$ cat src/rtl/seg_pkg.sv
// Shared constants and types for the four-digit seven-segment scan controller.
// Glyphs are active-low, bit order {g,f,e,d,c,b,a}; a 0 bit lights that segment.
// Contents: digit count, hex glyph set 0-F, minus/blank glyphs, handshake state enum.
package seg_pkg;

  localparam int NUM_DIGITS = 4;

  localparam logic [6:0] GLYPH_0     = 7'b1000000;
  localparam logic [6:0] GLYPH_1     = 7'b1111001;
  localparam logic [6:0] GLYPH_2     = 7'b0100100;
  localparam logic [6:0] GLYPH_3     = 7'b0110000;
  localparam logic [6:0] GLYPH_4     = 7'b0011001;
  localparam logic [6:0] GLYPH_5     = 7'b0010010;
  localparam logic [6:0] GLYPH_6     = 7'b0000010;
  localparam logic [6:0] GLYPH_7     = 7'b1111000;
  localparam logic [6:0] GLYPH_8     = 7'b0000000;
  localparam logic [6:0] GLYPH_9     = 7'b0010000;
  localparam logic [6:0] GLYPH_A     = 7'b0001000;
  localparam logic [6:0] GLYPH_B     = 7'b0000011;
  localparam logic [6:0] GLYPH_C     = 7'b1000110;
  localparam logic [6:0] GLYPH_D     = 7'b0100001;
  localparam logic [6:0] GLYPH_E     = 7'b0000110;
  localparam logic [6:0] GLYPH_F     = 7'b0001110;
  localparam logic [6:0] GLYPH_MINUS = 7'b0111111;
  localparam logic [6:0] GLYPH_BLANK = 7'h7F;

  // EMPTY: pending register free, ready high. PENDING: waiting for frame end.
  typedef enum logic {
    EMPTY   = 1'b0,
    PENDING = 1'b1
  } hs_state_e;

endpackage

$ cat src/rtl/seg7_decode.sv
// Combinational nibble to seven-segment glyph decoder (active-low, {g,f,e,d,c,b,a}).
// Ports: nib_i  - 4-bit value 0..F
//        seg_o  - glyph; 0-9 decimal shapes, A-F hex shapes (b and d lower case).
module seg7_decode
  import seg_pkg::*;
(
  input  logic [3:0] nib_i,
  output logic [6:0] seg_o
);

  always_comb begin
    seg_o = GLYPH_BLANK;
    case (nib_i)
      4'h0: seg_o = GLYPH_0;
      4'h1: seg_o = GLYPH_1;
      4'h2: seg_o = GLYPH_2;
      4'h3: seg_o = GLYPH_3;
      4'h4: seg_o = GLYPH_4;
      4'h5: seg_o = GLYPH_5;
      4'h6: seg_o = GLYPH_6;
      4'h7: seg_o = GLYPH_7;
      4'h8: seg_o = GLYPH_8;
      4'h9: seg_o = GLYPH_9;
      4'hA: seg_o = GLYPH_A;
      4'hB: seg_o = GLYPH_B;
      4'hC: seg_o = GLYPH_C;
      4'hD: seg_o = GLYPH_D;
      4'hE: seg_o = GLYPH_E;
      4'hF: seg_o = GLYPH_F;
      default: seg_o = GLYPH_BLANK;
    endcase
  end

endmodule

$ cat src/rtl/seg_scan_ctrl.sv
// Four-digit multiplexed seven-segment scan controller with frame-aligned value updates.
// Ports: clk/rst_n (async active-low); load/ready valid-ready input of bcd_in[15:0] + sign_in;
//        an[3:0] active-low anodes, seg[6:0] {g,f,e,d,c,b,a} active-low, dp held off.
// Optional: define LEAD_ZERO_BLANK_EN to blank leading zero digits 3..1 (digit 0 always shown).
module seg_scan_ctrl
  import seg_pkg::*;
#(
  parameter int unsigned CLK_DIV = 100000
) (
  input  logic        clk,
  input  logic        rst_n,
  input  logic        load,
  output logic        ready,
  input  logic [15:0] bcd_in,
  input  logic        sign_in,
  output logic [3:0]  an,
  output logic [6:0]  seg,
  output logic        dp
);

  localparam logic [19:0] PS_MAX = 20'(CLK_DIV - 1);

  logic [19:0] ps_q, ps_d;
  logic [1:0]  idx_q, idx_d;
  hs_state_e   state_q, state_d;
  logic [15:0] pend_bcd_q, pend_bcd_d;
  logic        pend_sign_q, pend_sign_d;
  logic [15:0] disp_bcd_q, disp_bcd_d;
  logic        disp_sign_q, disp_sign_d;
  logic [3:0]  an_q, an_d;
  logic [6:0]  seg_q, seg_d;

  logic        tick;
  logic        frame_end;
  logic [3:0]  sel_nib;
  logic [6:0]  sel_glyph;
  logic [3:0]  blank;

  assign tick      = (ps_q == PS_MAX);
  assign frame_end = tick && (idx_q == 2'd3);

  // Prescaler and digit index.
  always_comb begin
    ps_d  = ps_q + 20'd1;
    idx_d = idx_q;
    if (tick) begin
      ps_d  = '0;
      idx_d = idx_q + 2'd1;
    end
  end

  // Handshake FSM: one-deep pending slot, drained only at a frame boundary so a
  // frame is never a mix of old and new digits. A load arriving on the boundary
  // itself lands in the slot and waits for the next boundary.
  always_comb begin
    state_d     = state_q;
    pend_bcd_d  = pend_bcd_q;
    pend_sign_d = pend_sign_q;
    disp_bcd_d  = disp_bcd_q;
    disp_sign_d = disp_sign_q;
    case (state_q)
      EMPTY: begin
        if (load) begin
          pend_bcd_d  = bcd_in;
          pend_sign_d = sign_in;
          state_d     = PENDING;
        end
      end
      PENDING: begin
        if (frame_end) begin
          disp_bcd_d  = pend_bcd_q;
          disp_sign_d = pend_sign_q;
          state_d     = EMPTY;
        end
      end
      default: state_d = EMPTY;
    endcase
  end

  assign ready = (state_q == EMPTY);

  // an/seg are registered, so they are computed from the next index and the
  // next display value: the new frame appears on the very edge it is transferred.
  always_comb begin
    sel_nib = disp_bcd_d[3:0];
    case (idx_d)
      2'd0: sel_nib = disp_bcd_d[3:0];
      2'd1: sel_nib = disp_bcd_d[7:4];
      2'd2: sel_nib = disp_bcd_d[11:8];
      2'd3: sel_nib = disp_bcd_d[15:12];
      default: sel_nib = disp_bcd_d[3:0];
    endcase
  end

  seg7_decode u_dec (
    .nib_i (sel_nib),
    .seg_o (sel_glyph)
  );

`ifdef LEAD_ZERO_BLANK_EN
  // A minus sign counts as "leading" so zeros right of it still blank.
  logic lead3;
  always_comb begin
    lead3    = disp_sign_d || (disp_bcd_d[15:12] == 4'h0);
    blank    = '0;
    blank[3] = !disp_sign_d && (disp_bcd_d[15:12] == 4'h0);
    blank[2] = lead3 && (disp_bcd_d[11:8] == 4'h0);
    blank[1] = blank[2] && (disp_bcd_d[7:4] == 4'h0);
  end
`else
  assign blank = '0;
`endif

  always_comb begin
    an_d  = ~(4'b0001 << idx_d);
    seg_d = sel_glyph;
    if ((idx_d == 2'd3) && disp_sign_d) begin
      seg_d = GLYPH_MINUS;
    end else if (blank[idx_d]) begin
      seg_d = GLYPH_BLANK;
    end
  end

  always_ff @(posedge clk or negedge rst_n) begin
    if (!rst_n) begin
      ps_q        <= '0;
      idx_q       <= '0;
      state_q     <= EMPTY;
      pend_bcd_q  <= '0;
      pend_sign_q <= 1'b0;
      disp_bcd_q  <= '0;
      disp_sign_q <= 1'b0;
      an_q        <= 4'b1111;
      seg_q       <= GLYPH_BLANK;
    end else begin
      ps_q        <= ps_d;
      idx_q       <= idx_d;
      state_q     <= state_d;
      pend_bcd_q  <= pend_bcd_d;
      pend_sign_q <= pend_sign_d;
      disp_bcd_q  <= disp_bcd_d;
      disp_sign_q <= disp_sign_d;
      an_q        <= an_d;
      seg_q       <= seg_d;
    end
  end

  assign an  = an_q;
  assign seg = seg_q;
  assign dp  = 1'b1;

endmodule

$ cat config.mk
export PLATFORM = sky130hd
export DESIGN_NAME = seg_scan_ctrl
export DESIGN_NICKNAME = d
export VERILOG_FILES = /design/src/rtl/seg_pkg.sv /design/src/rtl/seg7_decode.sv /design/src/rtl/seg_scan_ctrl.sv
export SDC_FILE = /design/constraint.sdc
export NUM_CORES = 1
export LEC_CHECK = 0
export CAP_MARGIN = 20
export CORE_AREA = 2 2 88 73
export CTS_BUF_LIST = sky130_fd_sc_hd__clkbuf_16
export CTS_CLUSTER_DIAMETER = 60
export DETAILED_ROUTE_END_ITERATION = 10
export DIE_AREA = 0 0 90 75
export PLACE_DENSITY = 0.78
export SLEW_MARGIN = 5
export SYNTH_ARGS = -nofsm -noshare
export SYNTH_HDL_FRONTEND = slang
export SYNTH_HIERARCHICAL = 1
export SYNTH_SLANG_ARGS = --single-unit
$ cat constraint.sdc
create_clock -name clk -period 3.8 [get_ports clk]
set_input_delay 1.14 -clock clk [delete_from_list [all_inputs] [get_ports clk]]
set_output_delay 1.14 -clock clk [all_outputs]
set_load 0.02 [all_outputs]
; ---- Word level (Yosys, flattened, before mapping)
; Memory sizes are Yosys's and may differ from the RTL's.
; Index checks and enable logic that the tools add are counted.
[classes]
addsub = 2
magnitude_cmp = 1
eq_ne = 5
shifts = 1
n_mux = 14
n_bitwise = 2
reduce_logical = 4
[op_table]
columns = operator, n
row1 = 2-to-1 mux 16 bit, 2
row2 = adder 20 x 1 -> 20 bit (second input constant), 1
row3 = == test 20 x 17 -> 1 bit (second input constant), 1
row4 = 2-to-1 mux 20 bit, 1
row5 = case mux 4 bit (4 select lines), 1
row6 = 2-to-1 mux 7 bit, 2
row7 = == test 2 bit (second input constant), 3
row8 = 2-to-1 mux 1 bit, 5
row9 = NOT 4 bit, 1
row10 = left shift 1 x 2 -> 4 bit (first input constant), 1
row11 = less-than comparator 2 x 3 -> 1 bit (second input constant), 1
row12 = adder 2 x 1 -> 2 bit (second input constant), 1
row13 = binary-select mux 1 bit (select 2 bit), 1
row14 = == test 2 x 1 -> 1 bit (second input constant), 1
row15 = logical AND 1 bit, 2
row16 = logical NOT 2 bit, 1
row17 = 2-to-1 mux 2 bit, 1
row18 = case mux 1 bit (2 select lines), 1
row19 = AND reduction 2 bit, 1
row20 = NOT 1 bit, 1
[word_totals]
reg_bits = 68
rom_bits = 112
inputBits = 20
output_inout_bits = 13
wordCells = 39
n_memories = 1
[memory_table]
columns = name, words, width, read_ports, rd_clocked_by_memory_dff, write_ports, line
row1 = (no name shown), 16, 7, 1, 0, 0, seg7_decode.sv:13  ; case (nib_i)

; ---- Longest topological paths before layout
; An unclocked memory read counts as a cell.
[logic_depth]
word_depth = 8
depth_mapped = 13
mapped_depth_nobuf = 12

; ---- Cells and area by module
; Netlist, hierarchy kept.
[by_module_without_submodules]
columns = mod, instances, cells_per_inst, area_each_um2
row1 = seg_scan_ctrl, 1, 209, 2830.2
row2 = seg7_decode, 1, 32, 275.3

; ---- Worst setup path after synthesis
; OpenSTA, ideal clock, no wires.
[synth_timing]
kind = register to register
from = register ps_q[5]
to = register seg_q[3], in the netlist seg[3]
setup_time_ns = 0.084
arrival_time_ns = 3.372
required_ns = 3.716
path_slack_ns = 0.343
stages_incl_launch_ff = 13
n_path_buf = 1
synth_period_minus_slack_ns = 3.457
path_cell_list = dfrtp_1 -> nor4_2 -> nand4_2 -> nor2_1 -> mux2_2 -> buf_6 -> mux2i_1 -> mux2i_1 -> inv_1 -> ha_1 -> inv_1 -> mux4_1 -> or2_2
[synth_rtl]
columns = element, line
row1 = "start, declared", seg_scan_ctrl.sv:23  ; logic [19:0] ps_q, ps_d;
row2 = "start signal, assigned", seg_scan_ctrl.sv:136  ; ps_q <= ps_d;
row3 = == test 20 x 17 -> 1 bit (*), seg_scan_ctrl.sv:39  ; assign tick = (ps_q == PS_MAX);
row4 = 2-to-1 mux 2 bit (*), seg_scan_ctrl.sv:46  ; if (tick) begin
row5 = net idx_d[1], seg_scan_ctrl.sv:24  ; logic [1:0] idx_q, idx_d;
row6 = "== test 2 bit, or another cell as far along", seg_scan_ctrl.sv:86  ; case (idx_d)
row7 = case mux 4 bit (4 select lines) (*), seg_scan_ctrl.sv:86
row8 = net sel_nib[0], seg_scan_ctrl.sv:35  ; logic [3:0] sel_nib;
row9 = memory (16 x 7 bit) (*), --
row10 = net sel_glyph[3], seg_scan_ctrl.sv:36  ; logic [6:0] sel_glyph;
row11 = 2-to-1 mux 7 bit (*), seg_scan_ctrl.sv:119  ; end else if (blank[idx_d]) begin
row12 = 2-to-1 mux 7 bit (*), seg_scan_ctrl.sv:117  ; if ((idx_d == 2'd3) && disp_sign_d) begin
row13 = net seg_d[3], seg_scan_ctrl.sv:31  ; logic [6:0] seg_q, seg_d;
row14 = "end signal, assigned", seg_scan_ctrl.sv:144  ; seg_q <= seg_d;
row15 = "end, declared", seg_scan_ctrl.sv:31
; The timed path passes the listed nets; every way through them passes the cells marked *. The select of a mux whose other input is x is not followed.
; A chain may end at the register's enable or synchronous reset.

; ---- Worst setup path in the final report
[layout_timing]
from = register ps_q[5]
to = register seg_q[3], in the netlist seg[3]
[layout_between]
elab_chain_len = 8
[layout_lines]
columns = element, line
row1 = == test 20 x 17 -> 1 bit, seg_scan_ctrl.sv:39
row2 = logical AND 1 bit, seg_scan_ctrl.sv:40  ; assign frame_end = tick && (idx_q == 2'd3);
row3 = 2-to-1 mux 16 bit, seg_scan_ctrl.sv:70  ; if (frame_end) begin
row4 = 2-to-1 mux 16 bit, seg_scan_ctrl.sv:61  ; case (state_q)
row5 = net disp_bcd_d[4], seg_scan_ctrl.sv:28  ; logic [15:0] disp_bcd_q, disp_bcd_d;
row6 = case mux 4 bit (4 select lines), seg_scan_ctrl.sv:86
row7 = net sel_nib[0], seg_scan_ctrl.sv:35
row8 = memory (16 x 7 bit), --
row9 = net sel_glyph[3], seg_scan_ctrl.sv:36
row10 = 2-to-1 mux 7 bit, seg_scan_ctrl.sv:119
row11 = 2-to-1 mux 7 bit, seg_scan_ctrl.sv:117
row12 = net seg_d[3], seg_scan_ctrl.sv:31
; The timed path passes the listed nets, and every way through them passes these cells. The select of a mux whose other input is x is not followed.

==> impl_metrics.ini <==
[outcome]
status = completed

[floorplanning]
fp.dieW_um = 90
num_rows = 25
start_util_pct = 53.4
ios = 33
core_um2 = 5820
dieArea_um2 = 6750
die_h_um = 75

[run]
maxCapViolations = 0

[yosys]
synth-seq-area-share_pct = 55.2
syn_area_per_cell_um2 = 12.9
ys_ff_latch = 68
ys_types = 39
async_reset_ff_share_pct = 100
synthCells = 241
synthesis.area_um2 = 3110
synthFlopType = dfrtp_1
synth-edff-count = 0
synth-warning-count = 6
syn-num-nets = 270

[timing]
finalClockSkew_ps = 4.80
hold_viol = 0
setup_slack_ps = 503
fin_hold_ws_ps = 479
max_freq_mhz = 303
finalCriticalPeriod_ps = 3300
slew_violations = 0
rsz0062_at_grt = no
worstMarginPinSlew_ps = 784
post-route-period-util_pct = 86.8
max_slew_margin_pct = 46.2
fin_tns_setup_ps = 0
finalSetupViolations = 0

[cts]
postCtsSetupBuffers = 0
clkTransAtPathRegs_ps = 50
cts_buffers = 9
ctsResizeCount = 0
cts_buffer_depth = 2
cts_tree = yes
clk_latency_ps = 330
cts.sinks = 68
htreeDepth = 3
root_buffer = clkbuf_16
hold_buffers = 0

[global_route]
antenna_found_initial = 0
grt_max_degree = 33
grt_usage_pct = 18.0
first_global_vias = 1929
grt_overflow = 0
grt_pass1_wl_um = 9340

[route]
drtPass1Iterations = 4
drt-total-wl_um = 5330
drt.antenna.violating_nets = 0
drc = 0
post_drt_wl_per_cell_um = 14.4
vias = 1891
viasPerCell = 5.11
dr.first_iter.drc_count = 77

[worst_setup_path]
worstPathRequired_ps = 4050
crit_path_end_kind = flop
cpMaxStageDelayCell = mux4_1
critPathMaxStageDelay_ps = 470
cp_cell_sequence = nor4_2 > nand4_2 > nor3_4 > buf_4 > mux2_2 > mux2i_1 > mux2i_1 > buf_4 > ha_1 > mux4_1 > or2_2
path_buf_inv = 2
crit_arrival_ps = 3550
critPathMaxFanout = 18
critPathLaunchType = flop
crit_type = flop to flop
cp_top_family = multiplexers

[min_path]
hold_class = flop to flop

[cells_and_area]
syn2layout_area_growth_pct = 21.8
diodes = 0
regArea_um2 = 1720
fillCellCount = 449
multiInputGateArea_um2 = 1300
mostFrequentLayoutCells = dfrtp_1 (57), mux2_2 (36), clkdlybuf4s50_1 (30)
layout_commonest_cell = dfrtp_1
finish.instance_area_um2 = 3780
final_util_pct = 65.0
drive_above_1_share_pct = 29.1
nets = 313

[placed_design]
io_buffers = 31
place_congestion = 0.873
place_ws_ps = 492
dp_hpwl_um = 3790
dpl_cell_area_um2 = 3520

[power]
powerDensity_nw_per_um2 = 406
ir_drop_mv = 0.283
power_leakage_nw = 1.74
[synthesized netlist by cell type, drive strengths merged, types with 6 or more instances]
| master | count | area [um2] |
|---|---|---|
| mux2i | 16 | 160 |
| dfrtp | 57 | 1430 |
| nor2 | 18 | 67.6 |
| nand3 | 7 | 35.0 |
| xnor2 | 12 | 105 |
| ha | 9 | 113 |
| or2 | 8 | 50.1 |
| mux2 | 36 | 405 |
| nor3 | 6 | 41.3 |
| dfstp | 11 | 289 |
| inv | 8 | 30.0 |
| nand2 | 10 | 37.5 |
[path summary, 6_finish.rpt]
kind / start / end / slack (ps) / depth (start not counted)
setup reg to reg: ps_q[5] / seg[3] / 500 / 11
hold reg to reg: ps_q[4] / ps_q[4] / 480 / 1
hold / removal: ps_q[4] / ps_q[4] / 480 / 1
min in group asynchronous: rst_n / ps_q[16] / 850 / 1
setup / recovery: ps_q[5] / seg[3] / 500 / 11
max in group asynchronous: rst_n / pend_bcd_q[15] / 2180 / 2
[cells by family (layout without fill, tap and decap cells)]
group | count (synthesis) | in the layout | share of synthesized area, %
flip-flops | 68 | 68 | 55.2
XOR/XNOR | 17 | 17 | 4.79
multiplexers | 53 | 53 | 19.1
AND/OR/NAND/NOR | 66 | 66 | 11.9
other | 1 | 1 | 0.121
buffers and inverters | 16 | 64 | 2.82
AO/OA/AOI/OAI | 11 | 11 | 2.46
adder cells (fa/ha/maj) | 9 | 9 | 3.63
[worst register-to-register path: cells and delay by family, from the launching register on]
| family | cells | cell delay, ps |
|---|---|---|
| mux | 4 | 1130 |
| flops | 1 | 430 |
| buf+inv | 2 | 440 |
| fa+ha+maj | 1 | 230 |
| simple gates | 4 | 990 |
[per-layer routing]
layer / GRT usage [%] / wire [um]
met1: 24.7 / 2670
met3: 7.31 / 279
met5: 0 / 0
met4: 6.15 / 74
met2: 26.5 / 2310
[cell type report]
class                      instances  share of cell area [%]
clock buffer                       9                    5.95
clock inverter                     7                   0.926
inverter                           8                   0.794
multi-input combinational        157                    34.4
sequential                        68                    45.4
tap                               81                    2.68
timing repair buffer              40                    9.86
[state kept, by name (all words and copies together) (netlist names)]
register,flops
seg,7
disp_bcd_q,16
disp_sign_q,1
state_q,1
pend_bcd_q,16
ps_q,20
an,4
pend_sign_q,1
idx_q,2
[power breakdown]
group	switching [mW]	leakage (nW)	internal, mW
clock network	0.291	0.134	0.431
logic	0.0217	0.745	0.0329
registers	0.0128	0.864	0.747
[stage by stage]
step / std cells / total power [mW]
final: 370 / 1.54
after global routing: 370 / 1.60
after CTS: 370 / 1.56
after detailed placement: 354 / 0.828
after global placement: 354 / 0.825
after floorplan: 241 / 0.785
Power figures use the tool's default switching activity.
